--- config.mk ---
export PLATFORM = sky130hd
export DESIGN_NAME = game_flow_controller
export DESIGN_NICKNAME = d
export VERILOG_FILES = /design/src/rtl/game_pkg.sv /design/src/rtl/game_flow_controller_tick_timer.sv /design/src/rtl/game_flow_controller.sv
export SDC_FILE = /design/constraint.sdc
export NUM_CORES = 1
export LEC_CHECK = 0
export ABC_AREA = 1
export BUFFER_PORTS_ARGS = -buffer_cell sky130_fd_sc_hd__clkbuf_2
export CORE_AREA = 3 3 75 77
export CTS_CLUSTER_SIZE = 8
export DETAILED_ROUTE_END_ITERATION = 8
export DIE_AREA = 0 0 78 80
export HOLD_SLACK_MARGIN = 0.03
export PLACE_DENSITY_LB_ADDON = 0.3
export SLEW_MARGIN = 15
export SYNTH_ARGS = -nofsm -noshare
export SYNTH_HDL_FRONTEND = slang
export SYNTH_SLANG_ARGS = --single-unit
--- constraint.sdc ---
create_clock -name clk -period 1.4 [get_ports clk]
set_input_delay 0.28 -clock clk [delete_from_list [all_inputs] [get_ports clk]]
set_output_delay 0.28 -clock clk [all_outputs]
set_load 0.02 [all_outputs]
--- src/rtl/game_pkg.sv ---
// ---------------------------------------------------------------------------
// game_pkg : state codes, field widths and helpers shared by the game flow
// Rev 1.0
// ---------------------------------------------------------------------------
`default_nettype none

package game_pkg;

  localparam int LEVEL_W        = 2;
  localparam int LIVES_W        = 2;
  localparam int SCORE_W        = 16;
  localparam int NUM_LEVELS_DEF = 4;

  // Codes are fixed by the renderer; 7 is unused.
  typedef enum logic [2:0] {
    S_RUNNING   = 3'd0,
    S_GAME_OVER = 3'd1,
    S_WIN       = 3'd2,
    S_TITLE     = 3'd3,
    S_DYING     = 3'd4,
    S_LOAD      = 3'd5,
    S_FINISHED  = 3'd6
  } state_e;

  function automatic logic [SCORE_W-1:0] score_inc(input logic [SCORE_W-1:0] s);
    return (s == {SCORE_W{1'b1}}) ? s : s + SCORE_W'(1);
  endfunction

endpackage

`default_nettype wire

--- src/rtl/game_flow_controller_tick_timer.sv ---
// ---------------------------------------------------------------------------
// tick_timer : loadable tick countdown, expire flags a count of 1
// Rev 1.0
// ---------------------------------------------------------------------------
`default_nettype none

module tick_timer #(
  parameter int W = 8
) (
  input  logic         clk,
  input  logic         rst,
  input  logic         load_i,
  input  logic [W-1:0] load_val_i,
  input  logic         dec_i,
  output logic         expire_o
);

  logic [W-1:0] count_q, count_d;

  // A zero load would never expire, so it is promoted to a one-tick hold.
  always_comb begin
    count_d = count_q;
    if (load_i) begin
      count_d = (load_val_i == '0) ? W'(1) : load_val_i;
    end else if (dec_i && (count_q != '0)) begin
      count_d = count_q - W'(1);
    end
  end

  always_ff @(posedge clk) begin
    if (!rst) count_q <= '0;
    else      count_q <= count_d;
  end

  assign expire_o = (count_q == W'(1));

endmodule

`default_nettype wire

--- src/rtl/game_flow_controller.sv ---
// ---------------------------------------------------------------------------
// game_flow_controller : game state, level, lives, score and respawn sequencer
// Optional macro GAME_FLOW_CHECKPOINT_EN keeps the level on game-over restart.
// Rev 1.0
// ---------------------------------------------------------------------------
`default_nettype none

module game_flow_controller
  import game_pkg::*;
#(
  parameter int NUM_LEVELS  = NUM_LEVELS_DEF,
  parameter int START_LIVES = 3,
  parameter int DEATH_TICKS = 90,
  parameter int CLEAR_TICKS = 120,
  parameter int TIMER_W     = 8
) (
  input  logic               clk,
  input  logic               rst,
  input  logic               game_tick,
  input  logic               start_btn,
  input  logic               in_lava,
  input  logic               at_goal_region,
  input  logic               jump_landed_pulse,
  output logic [2:0]         game_state,
  output logic               freeze,
  output logic [LEVEL_W-1:0] level,
  output logic [LIVES_W-1:0] lives,
  output logic [SCORE_W-1:0] score,
  output logic               respawn_pulse,
  output logic               lava_reset_pulse,
  output logic               lava_boost_pulse
);

  localparam logic [LEVEL_W-1:0] LAST_LEVEL = LEVEL_W'(NUM_LEVELS - 1);
  localparam logic [LIVES_W-1:0] LIVES_INIT = LIVES_W'(START_LIVES);

  state_e               state_q, state_d;
  logic [LEVEL_W-1:0]   level_q, level_d;
  logic [LIVES_W-1:0]   lives_q, lives_d;
  logic [SCORE_W-1:0]   score_q, score_d;
  logic                 jump_seen_q, jump_seen_d;
  logic                 freeze_q;
  logic                 respawn_q, respawn_d;
  logic                 lava_reset_q, lava_reset_d;
  logic                 boost_q, boost_d;

  logic                 tmr_load;
  logic [TIMER_W-1:0]   tmr_val;
  logic                 tmr_dec;
  logic                 tmr_expire;

  tick_timer #(
    .W (TIMER_W)
  ) u_timer (
    .clk        (clk),
    .rst        (rst),
    .load_i     (tmr_load),
    .load_val_i (tmr_val),
    .dec_i      (tmr_dec),
    .expire_o   (tmr_expire)
  );

  always_comb begin
    state_d      = state_q;
    level_d      = level_q;
    lives_d      = lives_q;
    score_d      = score_q;
    jump_seen_d  = 1'b0;
    respawn_d    = 1'b0;
    lava_reset_d = 1'b0;
    boost_d      = 1'b0;
    tmr_load     = 1'b0;
    tmr_val      = '0;
    tmr_dec      = 1'b0;

    // Landings between ticks are remembered only while the player is live.
    if (state_q == S_RUNNING) jump_seen_d = jump_seen_q | jump_landed_pulse;

    if (game_tick) begin
      jump_seen_d = 1'b0;
      case (state_q)
        S_TITLE: begin
          if (start_btn) state_d = S_LOAD;
        end
        S_LOAD: begin
          respawn_d    = 1'b1;
          lava_reset_d = 1'b1;
          state_d      = S_RUNNING;
        end
        S_RUNNING: begin
          if (in_lava) begin
            if (lives_q > LIVES_W'(1)) begin
              lives_d  = lives_q - LIVES_W'(1);
              tmr_load = 1'b1;
              tmr_val  = TIMER_W'(DEATH_TICKS);
              state_d  = S_DYING;
            end else begin
              lives_d = '0;
              state_d = S_GAME_OVER;
            end
          end else if (at_goal_region) begin
            tmr_load = 1'b1;
            tmr_val  = TIMER_W'(CLEAR_TICKS);
            state_d  = S_WIN;
          end
          if (jump_seen_q || jump_landed_pulse) begin
            score_d = score_inc(score_q);
            boost_d = 1'b1;
          end
        end
        S_DYING: begin
          tmr_dec = 1'b1;
          if (tmr_expire) state_d = S_LOAD;
        end
        S_WIN: begin
          tmr_dec = 1'b1;
          if (tmr_expire) begin
            if (level_q == LAST_LEVEL) begin
              state_d = S_FINISHED;
            end else begin
              level_d = level_q + LEVEL_W'(1);
              state_d = S_LOAD;
            end
          end
        end
        S_GAME_OVER: begin
          if (start_btn) begin
`ifdef GAME_FLOW_CHECKPOINT_EN
            level_d = level_q;
`else
            level_d = '0;
`endif
            lives_d = LIVES_INIT;
            score_d = '0;
            state_d = S_LOAD;
          end
        end
        S_FINISHED: begin
          if (start_btn) begin
            level_d = '0;
            lives_d = LIVES_INIT;
            score_d = '0;
            state_d = S_LOAD;
          end
        end
        default: state_d = S_TITLE;
      endcase
    end
  end

  always_ff @(posedge clk) begin
    if (!rst) begin
      state_q      <= S_TITLE;
      level_q      <= '0;
      lives_q      <= LIVES_INIT;
      score_q      <= '0;
      jump_seen_q  <= 1'b0;
      freeze_q     <= 1'b1;
      respawn_q    <= 1'b0;
      lava_reset_q <= 1'b0;
      boost_q      <= 1'b0;
    end else begin
      state_q      <= state_d;
      level_q      <= level_d;
      lives_q      <= lives_d;
      score_q      <= score_d;
      jump_seen_q  <= jump_seen_d;
      freeze_q     <= (state_d != S_RUNNING);
      respawn_q    <= respawn_d;
      lava_reset_q <= lava_reset_d;
      boost_q      <= boost_d;
    end
  end

  assign game_state       = state_q;
  assign freeze           = freeze_q;
  assign level            = level_q;
  assign lives            = lives_q;
  assign score            = score_q;
  assign respawn_pulse    = respawn_q;
  assign lava_reset_pulse = lava_reset_q;
  assign lava_boost_pulse = boost_q;

endmodule

`default_nettype wire

### Word-level counts from Yosys, hierarchy flattened

Index checks and enable logic that the tools add are counted.

| word-level totals | value |
|---|---|
| bits in registers | 35 |
| bits of input ports | 7 |
| output and inout bits | 27 |
| bits in read-only memories | 0 |
| logic and storage cells | 88 |
| RAM bits | 0 |
| memories | 0 |
| bits in latches | 0 |

| operators by class | value |
|---|---|
| bitwise gates (word level) | 3 |
| order comparisons | 1 |
| div/mod/pow operators | 0 |
| shifts and indexed selects | 0 |
| multipliers | 0 |
| add/sub/neg operators | 4 |
| mux-type cells | 38 |
| equality and inequality tests | 15 |
| reductions and logical operators | 18 |

Operators by type and width:

| operator | count |
|---|---|
| 16-bit 2-to-1 mux | 3 |
| 8-bit 2-to-1 mux | 6 |
| 16-bit one-hot mux with 2 select lines | 1 |
| 3-bit 2-to-1 mux | 7 |
| 16-bit by 1-bit adder with 16-bit output, second input constant | 1 |
| 16-bit == test, second input constant | 1 |
| 3-bit one-hot mux with 5 select lines | 1 |
| 2-bit 2-to-1 mux | 7 |
| 7-bit 2-to-1 mux | 2 |
| 5-bit AND reduction | 2 |
| 3-bit == test, second input constant | 3 |
| 1-bit 2-to-1 mux | 9 |
| 8-bit by 1-bit == test with 1-bit output, second input constant | 1 |
| 8-bit zero test | 1 |
| 2-bit inequality test, second input constant | 4 |
| 2-bit one-hot mux with 2 select lines | 2 |
| 8-bit nonzero test | 1 |
| 8-bit by 1-bit subtractor with 8-bit output, second input constant | 1 |
| 3-bit by 2-bit == test with 1-bit output, second input constant | 2 |
| 2-bit nonzero test | 3 |
| 3-bit OR reduction | 2 |
| 2-bit by 1-bit inequality test with 1-bit output, second input constant | 2 |
| 4-bit AND reduction | 1 |
| 2-bit OR reduction | 2 |
| other kinds (13) | 14 |

### Logic depth before layout (Yosys ltp)

| logic depth | value |
|---|---|
| depth after elaboration | 8 |
| gate-level depth with buffers | 10 |
| gate-level depth less buffers | 10 |

### Cells and area by module

Synthesis repeated with hierarchy kept, for this count alone.

| unflattened totals | value |
|---|---|
| cells, all modules | 393 |
| area, all modules | 2468.6 um2 |

By module, submodules not included:

| module | area each (um2) | cells an instance | sequential area each (um2) | times used |
|---|---|---|---|---|
| game_flow_controller | 1764.2 | 278 | 540.5 | 1 |
| tick_timer | 704.4 | 115 | 160.2 | 1 |

### Worst setup path after synthesis

OpenSTA, ideal clock, no wires.

| timing | value |
|---|---|
| kind | reg2reg |
| start | register score_q[0], in the netlist score[0] |
| end | register score_q[7], in the netlist score[7] |
| setup time | 0.072 ns |
| stages on the path, launching flop included | 10 |
| arrival | 1.675 ns |
| required time | 1.328 ns |
| path slack | -0.347 ns |
| period minus slack after synthesis | 1.747 ns |
| path buffers | 0 |
| cell sequence | dfxtp_1 -> ha_1 -> nand2_1 -> nor2_2 -> nand4_1 -> nand2_1 -> nand2_2 -> nand2_2 -> nand2_1 -> a21oi_1 |

| on the way | value |
|---|---|
| word-level cells in the longest chain between the ends | 4 |
| elaborated cells on any way between the ends | 7 |
| those cells by class | add/sub (1); eq/ne (2); mux (3); reduce/logical (1) |

RTL lines:

| item | RTL line | RTL |
|---|---|---|
| start: declaration | game_flow_controller.sv:40 | `logic [SCORE_W-1:0] score_q, score_d;` |
| start signal: assignment | game_flow_controller.sv:166 | `score_q <= score_d;` |
| 16-bit by 1-bit adder with 16-bit output | game_pkg.sv:26 | `return (s == {SCORE_W{1'b1}}) ? s : s + SCORE_W'(1);` |
| 16-bit 2-to-1 mux | game_pkg.sv:26 |  |
| 16-bit 2-to-1 mux | game_flow_controller.sv:106 | `if (jump_seen_q \|\| jump_landed_pulse) begin` |
| 16-bit one-hot mux with 2 select lines | game_flow_controller.sv:81 | `case (state_q)` |

Parallel ways exist; a longest one is shown, timed or not. The select of a mux whose other input is x is not followed.
A chain may end at the register's enable or synchronous reset.

### Final worst setup path

| timing | value |
|---|---|
| start | register score_q[0], in the netlist score[0] |
| end | register score_q[10], in the netlist score[10] |

The elaborated chain is that of the path after synthesis.

==> flow_summary.yaml <==
worst_setup_path:
  r2r_start: "score[0]"
  path_class: "reg -> reg"
  crit_arrival_ns: 1.69
  reg2reg_to: "score[10]"
  critPathLaunch: "score[0]"
  critical_path.top_delay_family: "simple AND/OR/NAND/NOR gates"
  endpoint_kind: "flip-flop"
  worstPathRequired_ns: 1.59
  reg2regPathDepth: 9
  ff2ff_setup_slack_ns: -0.11
  crit_fanout: 5
  cp_slowest_cell: "dfxtp_4"
  cpPeakStageDelay_ns: 0.39
  critical_path.most_common_cell: "nor2_4"
  startpoint_type: "flip-flop"
  path_depth: 9
  path_buf_inv: 1
  cp_cell_sequence: "ha_4, nand2_4, nor2_4, nand3_2, nor2_4, buf_12, o21ai_4, nand2_1, a21oi_1"
  setup.worst_path.end: "score[10]"
drt:
  final_antenna_net_count: 0
  first_pass_iters: 5
  wl_per_cell_um: 13.99
  vias: 2772
  wl_um: 7483
  viasPerCell: 5.181
  drc: 0
  drt-initial-drc-count: 221
sta:
  relSlewSlack_pct: 71.77
  fin_tns_setup_ns: -1.431
  period_share_pct: 107.6
  max_freq_ghz: 0.6636
  rsz0062_at_grt: "true"
  drv_slew: 0
  fin_crit_ns: 1.507
  max_slew.worst_pin.slew_ns: 0.4235
  finalHoldViolations: 0
  setup_viol: 20
  setup_slack_ns: -0.1069
  finClkSkew_ns: 0.005843
finish:
  area_growth_pct: 58.18
  final_cells: 535
  drive_above_1_share_pct: 43.01
  antenna_cells: 0
  fin_nets: 475
floorplan:
  die_area_um2: 6240
  ios: 34
  core_um2: 5075
  dieWidth_um: 78
  die_y_um: 80
  rows: 26
  start_util_pct: 43.57
synthesis:
  syn_nets: 371
  ys_ff_latch: 35
  synthCells: 360
  synth_edf_count: 0
  ys.flop_type: "dfxtp_1"
  yosysUniqueCellTypes: 32
  postSynth.asyncResetShare_pct: 0
  yosysSeqAreaShare_pct: 31.69
  synth_area_um2: 2211
  syn-mean-instance-area_um2: 6.141
  ys.warnings.count: 0
flow_run:
  drv_cap: 0
cts:
  cts_tree: "built"
  clkSlewWorstSetupHoldPaths_ns: 0.08
  cts_buffer_depth: 2
  cts-htree-levels: 2
  cts_sinks: 35
  numCtsBuffers: 5
  clock_latency_ns: 0.30
  cts_hold_buf: 0
  cts_root_buf: "clkbuf_8"
outcome:
  violations: "setup timing"
  outcome: "complete, but fails checks"
global_route:
  grt_usage_pct: 21.97
  grt_pass1_wl_um: 11040
  grt_overflow: 0
  grt_max_degree: 18
  grt_pass1_vias: 2553
  antenna_found_initial: 0
placement:
  place_congestion: 0.9132
  dp_hpwl_um: 4952
  portBuffers: 33
  dpl.cell_count: 514
power:
  power_mw: 2.528
  ir_worst_vdd_uv: 513.2
  power.density_nw_per_um2: 722.9
  p_leak_nw: 1.479
hold_path:
  hp-class: "in -> reg"
logic make-up after synthesis:
kind of cell | share of synthesized area (%)
XOR/XNOR | 1.585
AO/OA/AOI/OAI | 12.51
buffers and inverters | 8.205
adder cells (fa/ha/maj) | 2.264
flip-flops | 31.69
AND/OR/NAND/NOR | 43.75
worst register-to-register path: cells and delay by family, from the launching register on:
| family | cells | cell delay [ns] |
|---|---|---|
| and+or+nand+nor | 5 | 0.62 |
| DFF | 1 | 0.39 |
| adders and majority gates | 1 | 0.15 |
| buffers and inverters | 1 | 0.14 |
| AOI/OAI and AO/OA | 2 | 0.11 |
repair_timing:
action / in CTS / in global routing
buffers inserted: 3 / 9
pin swaps: 6 / 39
endpoints found under the setup margin: 22 / 30
cloned: 1 / 0
resized for setup: 26 / 75
cell type report:
class                   instances  area [um^2]
multi-input cells             281         1649
fillers                       398         1578
repair buffers                101        735.7
flip-flops and latches         35        728.2
inverters                      40        165.2
clock buffers                   6        93.84
well taps                      70        87.58
clock inverters                 2        37.54
flip-flops by register name (all words and copies together), names as in the netlist:
signal	cells
lava_reset_pulse	1
freeze	1
lives	2
score	16
level	2
game_state	3
jump_seen_q	1
u_timer.count_q	8
lava_boost_pulse	1
layer usage:
layer	GRT usage [%]	up-vias	routed length, um
met1	24.66	1255	2846
met2	41.27	115	3968
met3	3.386	33	389
met5	0	-	0
li1	-	1369	-
met4	8.741	0	279
cell usage in the layout, fill, tap and decap left out, drive strengths merged:
cell type  Yosys  layout
buf            4      68
o21ai          7       8
a21oi         28      28
nor2          59      59
bufinv         0       1
clkinvlp       0       1
clkbuf         1      39
clkinv         1       1
o21a           1       1
o22ai          2       2
dfxtp         35      35
xor2           2       2
ha             4       4
xnor2          2       2
o211ai         3       3
nand2        120     120
nand3         34      34
nor3           4       4
a31oi          1       1
o21bai         5       5
nand4          8       8
inv           39      39
Yosys cell counts (2+ instances only):
| cell type | count | area (um^2) |
|---|---|---|
| dfxtp_1 | 35 | 700.7 |
| nor2_2 | 6 | 37.54 |
| ha_1 | 4 | 50.05 |
| inv_1 | 34 | 127.6 |
| nand2_1 | 115 | 431.7 |
| nand3_2 | 2 | 20.02 |
| o21bai_1 | 5 | 37.54 |
| xnor2_1 | 2 | 17.52 |
| xor2_1 | 2 | 17.52 |
| nand4_1 | 8 | 50.05 |
| nand2_2 | 4 | 25.02 |
| o211ai_1 | 3 | 22.52 |
| o21ai_0 | 5 | 25.02 |
| a21oi_1 | 27 | 135.1 |
| inv_2 | 5 | 18.77 |
| nand3_1 | 31 | 155.2 |
| o22ai_1 | 2 | 12.51 |
| nor2_1 | 53 | 198.9 |
| nor3_1 | 4 | 20.02 |
stage by stage:
step	setup WS (ns)	utilization, %	hold WS, ns	area (um^2)
final	-0.1069	68.91	0.3125	3497
after global placement	-0.01561	57.25	0.4558	2905
after floorplan	-0.01486	-	0.4525	2251
after detailed placement	-0.09703	57.25	0.4671	2905
after global routing	-0.2153	68.91	0.3406	3497
after CTS	-0.04222	61.96	0.2912	3144
report_power, final:
part / leakage, nW / switching (mW) / internal [mW] / total, mW
Combinational: 1.13 / 0.278 / 0.177 / 0.455
Sequential: 0.289 / 0.0238 / 1.01 / 1.03
Clock: 0.0626 / 0.404 / 0.639 / 1.04
worst min-delay path by stage:
stage / start / end / slack, ns / cells past startpoint
after floorplan: u_timer.count_q[4] / u_timer.count_q[4] / 0.45 / 2
after global placement: score[2] / score[2] / 0.46 / 2
after detailed placement: score[2] / score[2] / 0.47 / 2
after CTS: rst / game_state[0] / 0.29 / 2
after global routing: rst / game_state[0] / 0.34 / 2
final: rst / game_state[0] / 0.31 / 2
Power figures use the tool's default switching activity.
